File: src/rtl/instr_fetch_sequencer_if.sv
// Instruction memory read port shared by the fetch sequencer and a synchronous ROM.
// Read data is valid on the cycle after the read strobe.
interface instr_fetch_sequencer_if #(
  parameter int unsigned ADDR_WIDTH = 4
);
  logic                  Instr_mem_rd;
  logic [ADDR_WIDTH-1:0] Instr_mem_addr;
  logic [7:0]            Instr_mem_data;

  modport master (
    output Instr_mem_rd,
    output Instr_mem_addr,
    input  Instr_mem_data
  );

  modport slave (
    input  Instr_mem_rd,
    input  Instr_mem_addr,
    output Instr_mem_data
  );
endinterface

File: src/rtl/instr_fetch_sequencer.sv
// Program sequencer: owns the PC, fetches one instruction per execution frame, holds the
// decoded fields stable through the frame and handles HLT, single-step and stop requests.
module instr_fetch_sequencer #(
  parameter int unsigned ADDR_WIDTH   = 4,
  parameter int unsigned FRAME_CYCLES = 8
) (
  input  logic                    CLK,
  input  logic                    RESET,
  input  logic                    Run,
  input  logic                    Stop,
  input  logic                    Step_mode,
  input  logic                    Step_go,
  instr_fetch_sequencer_if.master mem,
  output logic [2:0]              Opcode,
  output logic [2:0]              Operand_1_address,
  output logic                    Operand_2_type,
  output logic                    Operand_number,
  output logic                    Frame_start,
  output logic                    Exec_valid,
  output logic                    Halted,
  output logic [ADDR_WIDTH-1:0]   PC,
  output logic [7:0]              Instr_count
);

  localparam int unsigned CntW = (FRAME_CYCLES > 1) ? $clog2(FRAME_CYCLES) : 1;
  localparam logic [CntW-1:0] CntLast = CntW'(FRAME_CYCLES - 1);
  localparam logic [2:0] OpHlt = 3'b111;
  localparam logic [7:0] IrReset = 8'hE0;

  typedef enum logic [2:0] {
    StIdle,
    StFetch,
    StLoad,
    StExec,
    StWaitStep,
    StHalt
  } state_e;

  state_e                state_q, state_d;
  logic [ADDR_WIDTH-1:0] pc_q, pc_d;
  logic [7:0]            ir_q, ir_d;
  logic [CntW-1:0]       cnt_q, cnt_d;
  logic [7:0]            icount_q, icount_d;
  logic                  stop_q, stop_d;
  logic                  stop_pend;

  // A stop seen this cycle counts as latched so a request on the last frame cycle is honoured.
  assign stop_pend = stop_q | Stop;

  // Next-state, PC/count update and stop-latch control.
  always_comb begin
    state_d  = state_q;
    pc_d     = pc_q;
    ir_d     = ir_q;
    cnt_d    = cnt_q;
    icount_d = icount_q;
    stop_d   = stop_q;
    unique case (state_q)
      StIdle: begin
        stop_d = 1'b0;
        if (Run && !Stop) state_d = StFetch;
      end
      StFetch: begin
        stop_d  = stop_pend;
        state_d = StLoad;
      end
      StLoad: begin
        stop_d  = stop_pend;
        ir_d    = mem.Instr_mem_data;
        cnt_d   = '0;
        state_d = StExec;
      end
      StExec: begin
        stop_d = stop_pend;
        cnt_d  = cnt_q + 1'b1;
        if (cnt_q == CntLast) begin
          cnt_d = '0;
          if (ir_q[7:5] == OpHlt) begin
            // HLT never retires: PC stays on the HLT word.
            state_d = StHalt;
          end else begin
            pc_d = pc_q + 1'b1;
            if (icount_q != 8'hFF) icount_d = icount_q + 8'd1;
            if (stop_pend) begin
              state_d = StIdle;
              stop_d  = 1'b0;
            end else if (Step_mode) begin
              state_d = StWaitStep;
            end else begin
              state_d = StFetch;
            end
          end
        end
      end
      StWaitStep: begin
        if (Stop) begin
          state_d = StIdle;
          stop_d  = 1'b0;
        end else if (Step_go || !Step_mode) begin
          state_d = StFetch;
        end
      end
      StHalt: begin
        if (Stop) begin
          state_d = StIdle;
          stop_d  = 1'b0;
        end else if (Run) begin
          pc_d     = '0;
          icount_d = '0;
          state_d  = StFetch;
        end
      end
      default: begin
        state_d = StIdle;
        stop_d  = 1'b0;
      end
    endcase
  end

  // Sequencer state registers with asynchronous active-low reset.
  always_ff @(posedge CLK or negedge RESET) begin
    if (!RESET) begin
      state_q  <= StIdle;
      pc_q     <= '0;
      ir_q     <= IrReset;
      cnt_q    <= '0;
      icount_q <= '0;
      stop_q   <= 1'b0;
    end else begin
      state_q  <= state_d;
      pc_q     <= pc_d;
      ir_q     <= ir_d;
      cnt_q    <= cnt_d;
      icount_q <= icount_d;
      stop_q   <= stop_d;
    end
  end

  assign mem.Instr_mem_rd   = (state_q == StFetch);
  assign mem.Instr_mem_addr = pc_q;

  assign Exec_valid        = (state_q == StExec);
  assign Frame_start       = Exec_valid && (cnt_q == '0);
  assign Halted            = (state_q == StHalt);
  // Decoder sees HLT whenever no frame is executing.
  assign Opcode            = Exec_valid ? ir_q[7:5] : OpHlt;
  assign Operand_1_address = ir_q[4:2];
  assign Operand_2_type    = ir_q[1];
  assign Operand_number    = ir_q[0];
  assign PC                = pc_q;
  assign Instr_count       = icount_q;

endmodule
File: src/flat_wrapper.sv
// flat-port wrapper written by rule: the top's interface ports become plain ports
module instr_fetch_sequencer_flat 
#(
  parameter int unsigned ADDR_WIDTH   = 4,
  parameter int unsigned FRAME_CYCLES = 8
)
  (CLK, RESET, Run, Stop, Step_mode, Step_go, Opcode, Operand_1_address, Operand_2_type, Operand_number, Frame_start, Exec_valid, Halted, PC, Instr_count, mem_Instr_mem_rd, mem_Instr_mem_addr, mem_Instr_mem_data);
  instr_fetch_sequencer_if #(.ADDR_WIDTH(ADDR_WIDTH)) mem_i ();
  input  logic CLK;
  input  logic RESET;
  input  logic Run;
  input  logic Stop;
  input  logic Step_mode;
  input  logic Step_go;
  output logic [2:0] Opcode;
  output logic [2:0] Operand_1_address;
  output logic Operand_2_type;
  output logic Operand_number;
  output logic Frame_start;
  output logic Exec_valid;
  output logic Halted;
  output logic [ADDR_WIDTH-1:0] PC;
  output logic [7:0] Instr_count;
  output wire logic [$bits(mem_i.Instr_mem_rd)-1:0] mem_Instr_mem_rd;
  output wire logic [$bits(mem_i.Instr_mem_addr)-1:0] mem_Instr_mem_addr;
  input wire logic [$bits(mem_i.Instr_mem_data)-1:0] mem_Instr_mem_data;
  assign mem_Instr_mem_rd = mem_i.Instr_mem_rd;
  assign mem_Instr_mem_addr = mem_i.Instr_mem_addr;
  assign mem_i.Instr_mem_data = mem_Instr_mem_data;
  instr_fetch_sequencer #(.ADDR_WIDTH(ADDR_WIDTH), .FRAME_CYCLES(FRAME_CYCLES)) u_core (.CLK(CLK), .RESET(RESET), .Run(Run), .Stop(Stop), .Step_mode(Step_mode), .Step_go(Step_go), .mem(mem_i), .Opcode(Opcode), .Operand_1_address(Operand_1_address), .Operand_2_type(Operand_2_type), .Operand_number(Operand_number), .Frame_start(Frame_start), .Exec_valid(Exec_valid), .Halted(Halted), .PC(PC), .Instr_count(Instr_count));
endmodule
File: config.mk
export PLATFORM = sky130hd
export DESIGN_NAME = instr_fetch_sequencer_flat
export DESIGN_NICKNAME = d
export VERILOG_FILES = /design/src/rtl/instr_fetch_sequencer_if.sv /design/src/rtl/instr_fetch_sequencer.sv /design/src/flat_wrapper.sv
export SDC_FILE = /design/constraint.sdc
export NUM_CORES = 1
export LEC_CHECK = 0
export ABC_AREA = 1
export CELL_PAD_IN_SITES_DETAIL_PLACEMENT = 1
export CELL_PAD_IN_SITES_GLOBAL_PLACEMENT = 1
export CORE_ASPECT_RATIO = 0.8
export CORE_MARGIN = 4
export CORE_UTILIZATION = 35
export CTS_CLUSTER_SIZE = 24
export DETAILED_ROUTE_END_ITERATION = 12
export PLACE_DENSITY = 0.76
export SYNTH_ARGS = -nofsm -noshare
export SYNTH_HDL_FRONTEND = slang
export SYNTH_SLANG_ARGS = --single-unit
export TNS_END_PERCENT = 10
File: constraint.sdc
create_clock -name CLK -period 1.9 [get_ports CLK]
set_input_delay 0.285 -clock CLK [delete_from_list [all_inputs] [get_ports CLK]]
set_output_delay 0.285 -clock CLK [all_outputs]
set_load 0.03 [all_outputs]
==> metrics.md, run 1 <==
| Metric | Value |
|---|---|
| Yosys top cell area share | `0.376` |
| Sequential area share after synthesis | `0.426` |
| Clock Latency Late Sink | `0.27 ns` |
| RSZ-0062 raised after global routing | `false` |
| I/O pin cnt | `42` |
| Vias | `1394` |
| # DRC | `0` |
| Outcome | `finished clean` |
| Cell Pwr Density | `1680 mW/mm2` |
| Yosys cell types | `29` |
| Net count after synthesis | `212` |
| Hpwl dp | `2970 um` |
| CTS Root Cell | `clkbuf_8` |
| Worst clock skew | `0.00191 ns` |
| CTS Buffer Depth | `2` |
| Via/cell ratio | `4.79` |
| Area grow syn2layout | `29.9%` |
| Starting DRT DRC Count | `35` |
| Final ANT Viol Nets | `0` |
| Dpl cell area | `0.00203 mm2` |
| Synth top area cells | `dfrtp_1 (38%), nand2_1 (12%), dfstp_2 (4.9%)` |
| Synthesized area | `0.00160 mm2` |
| Vias in the first global route | `1405` |
| EDFF count, synth | `0` |
| Fin. Hold Viols | `0` |
| DRT Pass-1 Iters | `4` |
| Max Fclk | `563 MHz` |
| GRT overflow | `0` |
| Initial antenna violation count | `0` |
| Crit path arrival time | `1.49 ns` |
| Ys flop type | `dfrtp_1` |
| Avg Cell Area, Syn | `8.27 um2` |
| CTS Buf Count | `3` |
| Tmin final | `1.78 ns` |
| Antenna cells | `0` |
| CP Capture Type | `output pin` |
| Fin area | `0.00207 mm2` |
| Post-CTS setup buffers | `0` |
| Critical path fanouts, max | `4` |
| FF/Latch Area | `679 um2` |
| Synth Instances | `193` |
| Dpl cells | `287` |
| Post-synth ARST share | `1.00` |
| CTS clock-pin slew for the worst setup and hold paths | `0.09 ns` |
| WL met2 | `1900 um` |
| H-tree levels | `1` |
| Crit share post-route | `0.934` |
| Hold/Removal Path Class | `primary input to async pin` |
| Count leader, synth | `nand2_1` |
| Setup TNS | `0 ns` |
| Buffers added on ports | `41` |
| Sink Count | `27` |
| CP Launch Type | `flip-flop` |
| Max layer used | `met4` |
| Yosys warnings | `0` |
| Worst Path Required | `1.62 ns` |
| Critical path class | `flip-flop to output pin` |
| Cell taking the most area after synthesis | `dfrtp_1` |
| Final setup vio count | `0` |
| Largest net degree at the start of global routing | `28` |
| Nets | `254` |
| Worst slew margin | `0.736` |
| Yosys reg bits | `27` |
| Multi-input gate area | `764 um2` |
| Total track usage | `0.143` |
| MaxCap Viol Count | `0` |
| Met1 WL | `1650 um` |
| Share of post-route cells with drive strength above 1 | `0.179` |
| GP Congestion | `0.794` |
| Chip Width | `83.5 um` |
| Starting Density | `0.373` |
| Final Non-Filler Cells | `291` |
| CTS tree | `yes` |
| CTS Hold Bufs | `0` |
| Die H | `68.4 um` |
| DIE AREA | `0.00571 mm2` |
| Core Rows | `21` |
| Global-route wire length before repair | `6450 um` |
| Drt total wl | `3900 um` |
| Max-slew violation total from the final report | `0` |
| Top cells by count, synth | `nand2_1 (50), dfrtp_1 (24), inv_1 (21), nor2_1 (17)` |
| Core area | `0.00428 mm2` |
| Max VDD drop | `619 uV` |
| Met3 wire len | `312 um` |
| P_leak | `0.00104 uW` |
| WL/cell | `13.4 um` |
| Post-layout util | `0.484` |
| # fillers | `518` |
| Actual slew at the worst max-slew pin | `0.394 ns` |
==> repair_timing <==
action,CTS,global route
gates resized for setup,5,6
hold endpoints to repair,0,0
endpoints found under the setup margin,5,3
==> where the power goes <==
part	internal (uW)	leakage (uW)	switching, uW
Clock	147	0.0000255	188
Combinational	835	0.000678	1280
Sequential	838	0.000337	195
==> per-layer routing <==
layer  GRT usage  up-vias
met1       0.164      665
met4      0.0201        0
met5           0        -
met2       0.268       41
li1            -      684
met3      0.0505        4
==> state kept, by name, summed over array words and instances (netlist names) <==
signal              count
u_core.stop_q           1
u_core.cnt_q            3
u_core.PC               4
u_core.Instr_count      8
u_core.state_q          3
u_core.ir_q             8
==> per-stage QoR <==
stage,total power [uW],worst slack [ns],hold WS [ns]
4_1_cts,3540,0.00204,0.387
5_1_grt,3780,0.0376,0.425
3_3_place_gp,3140,0.181,0.486
3_5_place_dp,3200,0.132,0.497
2_1_floorplan,2530,0.223,-0.0106
6_report,3480,0.125,0.381
==> path summary, 6_finish.rpt <==
kind	start	end	slack [ns]	cells after the start
setup / recovery	u_core.state_q[1]	mem_Instr_mem_rd	0.12	5
hold / removal	RESET	u_core.PC[2]	0.38	2
setup reg to reg	u_core.Instr_count[0]	u_core.Instr_count[6]	0.23	8
hold reg to reg	u_core.ir_q[0]	u_core.ir_q[0]	0.51	1
max in group asynchronous	RESET	u_core.ir_q[5]	1.21	2
min in group CLK	u_core.ir_q[0]	u_core.ir_q[0]	0.51	1
==> critical path, cell delays in order (launching register included) <==
cell	delay [ns]
dfrtp_1	0.40
buf_4	0.16
inv_1	0.11
nand2_1	0.08
nor2_1	0.08
dlygate4sd2_1	0.40
==> kinds of logic after synthesis <==
logic type / Yosys count / share of synthesized area
AOI/OAI and AO/OA: 23 / 0.0854
xor gates and xnor gates: 4 / 0.0219
adders and majority gates: 5 / 0.0392
buffers and inverters: 31 / 0.0987
DFF: 27 / 0.426
muxes: 7 / 0.0494
and+or+nand+nor: 96 / 0.280
==> cell usage in the layout, fill, tap and decap left out, types with 2 or more instances in the layout <==
master	count
buf_4	8
clkbuf_2	2
clkbuf_8	3
clkdlybuf4s50_1	34
dfrtp_1	24
dfstp_2	3
dlygate4sd2_1	2
ha_1	5
inv_1	21
mux2_2	7
nand2_1	49
nand2_2	5
nand2_4	2
nand3_1	12
nor2_1	16
nor2_2	3
o21ai_0	12
o21ai_1	5
o21bai_1	2
or2_2	3
xor2_1	4
==> area by class of cell <==
class	instances	share of cell area
Multi-Input combinational cell	135	0.369
Sequential cell	27	0.328
Timing Repair Buffer	46	0.206
Inverter	22	0.0410
Tap cell	57	0.0344
Clock buffer	3	0.0199
Clock inverter	1	0.00241
No activity file was read; power rests on OpenSTA's default activity.
==> inputs of run 2 (changes only) <==
CORE_UTILIZATION = 38   (was 35)
PLACE_DENSITY = 0.82   (was 0.76)
SKIP_CTS_REPAIR_TIMING = 1   (was default)
clock period = 2.23 ns   (was 1.9 ns; I/O delays follow)
==> run 2 against run 1 <==
Against the previous run: first-iteration DRC count shrank 34%; largest power group unchanged; critical path depth shrank 2; highest routed layer unchanged; critical path type unchanged; global-route usage grew 1.6 points; sequential cell count is the same.
==> metrics.md, run 2 (synthesized netlist as in run 1, its figures left out) <==
| Metric | Value |
|---|---|
| Sink Count | `27 (unchanged)` |
| Max Fclk | `474 MHz` |
| DRT Pass-1 Iters | `4 (unchanged)` |
| Critical-path cell list | `nor2_2, buf_4, clkdlybuf4s50_1` |
| Final setup vio count | `0 (unchanged)` |
| CTS Root Cell | `clkbuf_8` |
| Final Non-Filler Cells | `286 (-1.7%)` |
| Sw Share | `0.474 (-0.00340)` |
| Share of post-route cells with drive strength above 1 | `0.147 (-0.0323)` |
| CTS Buffer Depth | `2 (unchanged)` |
| Die H | `66.0 um (-3.6%)` |
| Reg2reg path depth | `8 (unchanged)` |
| Clock Latency Late Sink | `0.27 ns (about the same)` |
| Tmin final | `2.11 ns` |
| Starting Density | `0.406 (+0.0336)` |
| I/O pin cnt | `42 (unchanged)` |
| Clk network pwr share | `0.095 (about the same)` |
| CP Capture Type | `output pin` |
| CP peak stage delay | `0.69 ns (+0.29 ns)` |
| Drt total wl | `3850 um (-1.3%)` |
| Hold WS | `0.435 ns (+0.0544 ns)` |
| Crit path buf inv count | `2 (-1)` |
| WL met2 | `1770 um (-6.7%)` |
| Switching pwr | `1400 uW (-16%)` |
| CP Launch Type | `flip-flop` |
| Critical path class | `flip-flop to output pin` |
| R2R Path Start | `u_core.Instr_count[0]` |
| Total track usage | `0.159 (+0.0157)` |
| Fin. Hold Viols | `0 (unchanged)` |
| Most frequent cells in the layout | `nand2_1 (50), clkdlybuf4s50_1 (37), dfrtp_1 (23)` |
| Fin area | `0.00207 mm2 (-0.30%)` |
| Met1 WL | `1710 um (+3.8%)` |
| Buffers added on ports | `41 (unchanged)` |
| Dpl cells | `282 (-1.7%)` |
| Vias | `1376 (-1.3%)` |
| WL/cell | `13.5 um (+0.44%)` |
| Final ANT Viol Nets | `0 (unchanged)` |
| Slowest cell on crit path | `clkdlybuf4s50_1` |
| Worst Path Required | `1.90 ns (+0.28 ns)` |
| Reg2reg end | `u_core.Instr_count[4]` |
| Crit path arrival time | `1.78 ns (+0.29 ns)` |
| Reg2Reg Setup Slack | `0.58 ns (+0.35 ns)` |
| Hpwl dp | `3100 um (+4.1%)` |
| Worst clock skew | `0.00280 ns (+0.000888 ns)` |
| Initial antenna violation count | `0 (unchanged)` |
| Antenna cells | `0 (unchanged)` |
| Cell Pwr Density | `1430 mW/mm2 (-15%)` |
| CTS clock-pin slew for the worst setup and hold paths | `0.09 ns (about the same)` |
| Actual slew at the worst max-slew pin | `0.354 ns (-0.0401 ns)` |
| Crit path from | `u_core.state_q[2]` |
| Seq pwr share | `0.306 (+0.010)` |
| CTS Buf Count | `3 (unchanged)` |
| Top delay family on crit path | `buffers and inverters` |
| Max layer used | `met4` |
| Place WS | `0.225 ns (+0.0936 ns)` |
| Largest net degree at the start of global routing | `28 (unchanged)` |
| DIE AREA | `0.00531 mm2 (-7.1%)` |
| MaxCap Viol Count | `0 (unchanged)` |
| GRT overflow | `0 (unchanged)` |
| GP Congestion | `0.790 (-0.55%)` |
| # fillers | `488 (-5.8%)` |
| Met3 wire len | `330 um (+5.8%)` |
| Outcome | `finished clean` |
| Critical path fanouts, max | `10 (+6)` |
| H-tree levels | `1 (unchanged)` |
| Dpl cell area | `0.00201 mm2 (-0.98%)` |
| Power Total | `2950 uW (-15%)` |
| CTS tree | `yes` |
| Combinational power share | `0.600 (-0.007)` |
| # DRC | `0 (unchanged)` |
| Max VDD drop | `773 uV (+25%)` |
| Core Rows | `20 (-4.8%)` |
| Chip Width | `80.5 um (-3.6%)` |
| Commonest non-fill, non-tap cell in the layout | `nand2_1` |
| P_leak | `0.00104 uW (+0.19%)` |
| Global-route wire length before repair | `6630 um (+2.8%)` |
| Via/cell ratio | `4.81 (+0.43%)` |
| Hold/Removal Path Class | `primary input to async pin` |
| Starting DRT DRC Count | `23 (-34%)` |
| Min setup slack post-route | `0.119 ns (-0.00562 ns)` |
| Crit share post-route | `0.947` |
| Area grow syn2layout | `29.5%` |
| Worst slew margin | `0.764 (+0.0277)` |
| Nets | `251 (-1.2%)` |
| RSZ-0062 raised after global routing | `false` |
| Core area | `0.00393 mm2 (-8.3%)` |
| Vias in the first global route | `1441 (+2.6%)` |
| Max-slew violation total from the final report | `0 (unchanged)` |
| Internal | `1550 uW (-15%)` |
[run 2: changes by cell type in the layout (fill, tap and decap cells not counted), moves of 2 or more]
cell	change
buf_4	-5
clkdlybuf4s50_1	+3
dlymetal6s2s_1	+3
clkbuf_2	-2
dlygate4sd2_1	-2
[run 2: worst max-delay path by stage]
| stage | endpoint | slack, ns | cells after the start |
|---|---|---|---|
| after floorplan | u_core.Instr_count[4] | 0.55 | 8 |
| after global routing | Opcode[2] | 0.02 | 5 |
| final | Exec_valid | 0.12 | 3 |
| after global placement | Halted | 0.29 | 5 |
| after CTS | Halted | -0.1 | 5 |
| after detailed placement | Halted | 0.23 | 5 |
[run 2: power by group through the flow]
stage | sequential (uW) | clock, uW | combinational (uW)
finish | 902 | 280 | 1770
global route | 941 | 310 | 1950
CTS | 904 | 293 | 1810
detailed placement | 914 | 0 | 1800
global placement | 902 | 0 | 1760
floorplan | 1050 | 0 | 1110
[run 2: worst reg2reg max path: cells and delay by family, from the launching register on]
kind,cells,cell delay [ns]
adder cells (fa/ha/maj),1,0.23
flip-flops,1,0.44
AND/OR/NAND/NOR,7,0.86
[run 2: area by class of cell]
class / instances / area, um2 / area share
sequential: 27 / 681 / 0.329
multi-input combinational: 135 / 759 / 0.367
clock buffer: 3 / 41.3 / 0.0200
inverter: 22 / 82.6 / 0.0399
timing repair buffer: 43 / 430 / 0.208
tap: 55 / 68.8 / 0.0333
clock inverter: 1 / 5.00 / 0.00242
[run 2: per-stage QoR]
stage / utilization / TNS (ns)
floorplan: - / 0
global placement: 0.512 / 0
detailed placement: 0.512 / 0
CTS: 0.524 / -0.148
global route: 0.526 / 0
finish: 0.526 / 0
[run 2: per-layer routing]
metal  GRT usage  vias up
li1            -      679
met1       0.202      658
met2       0.254       35
met3      0.0613        4
met4      0.0359        0
met5           0        -
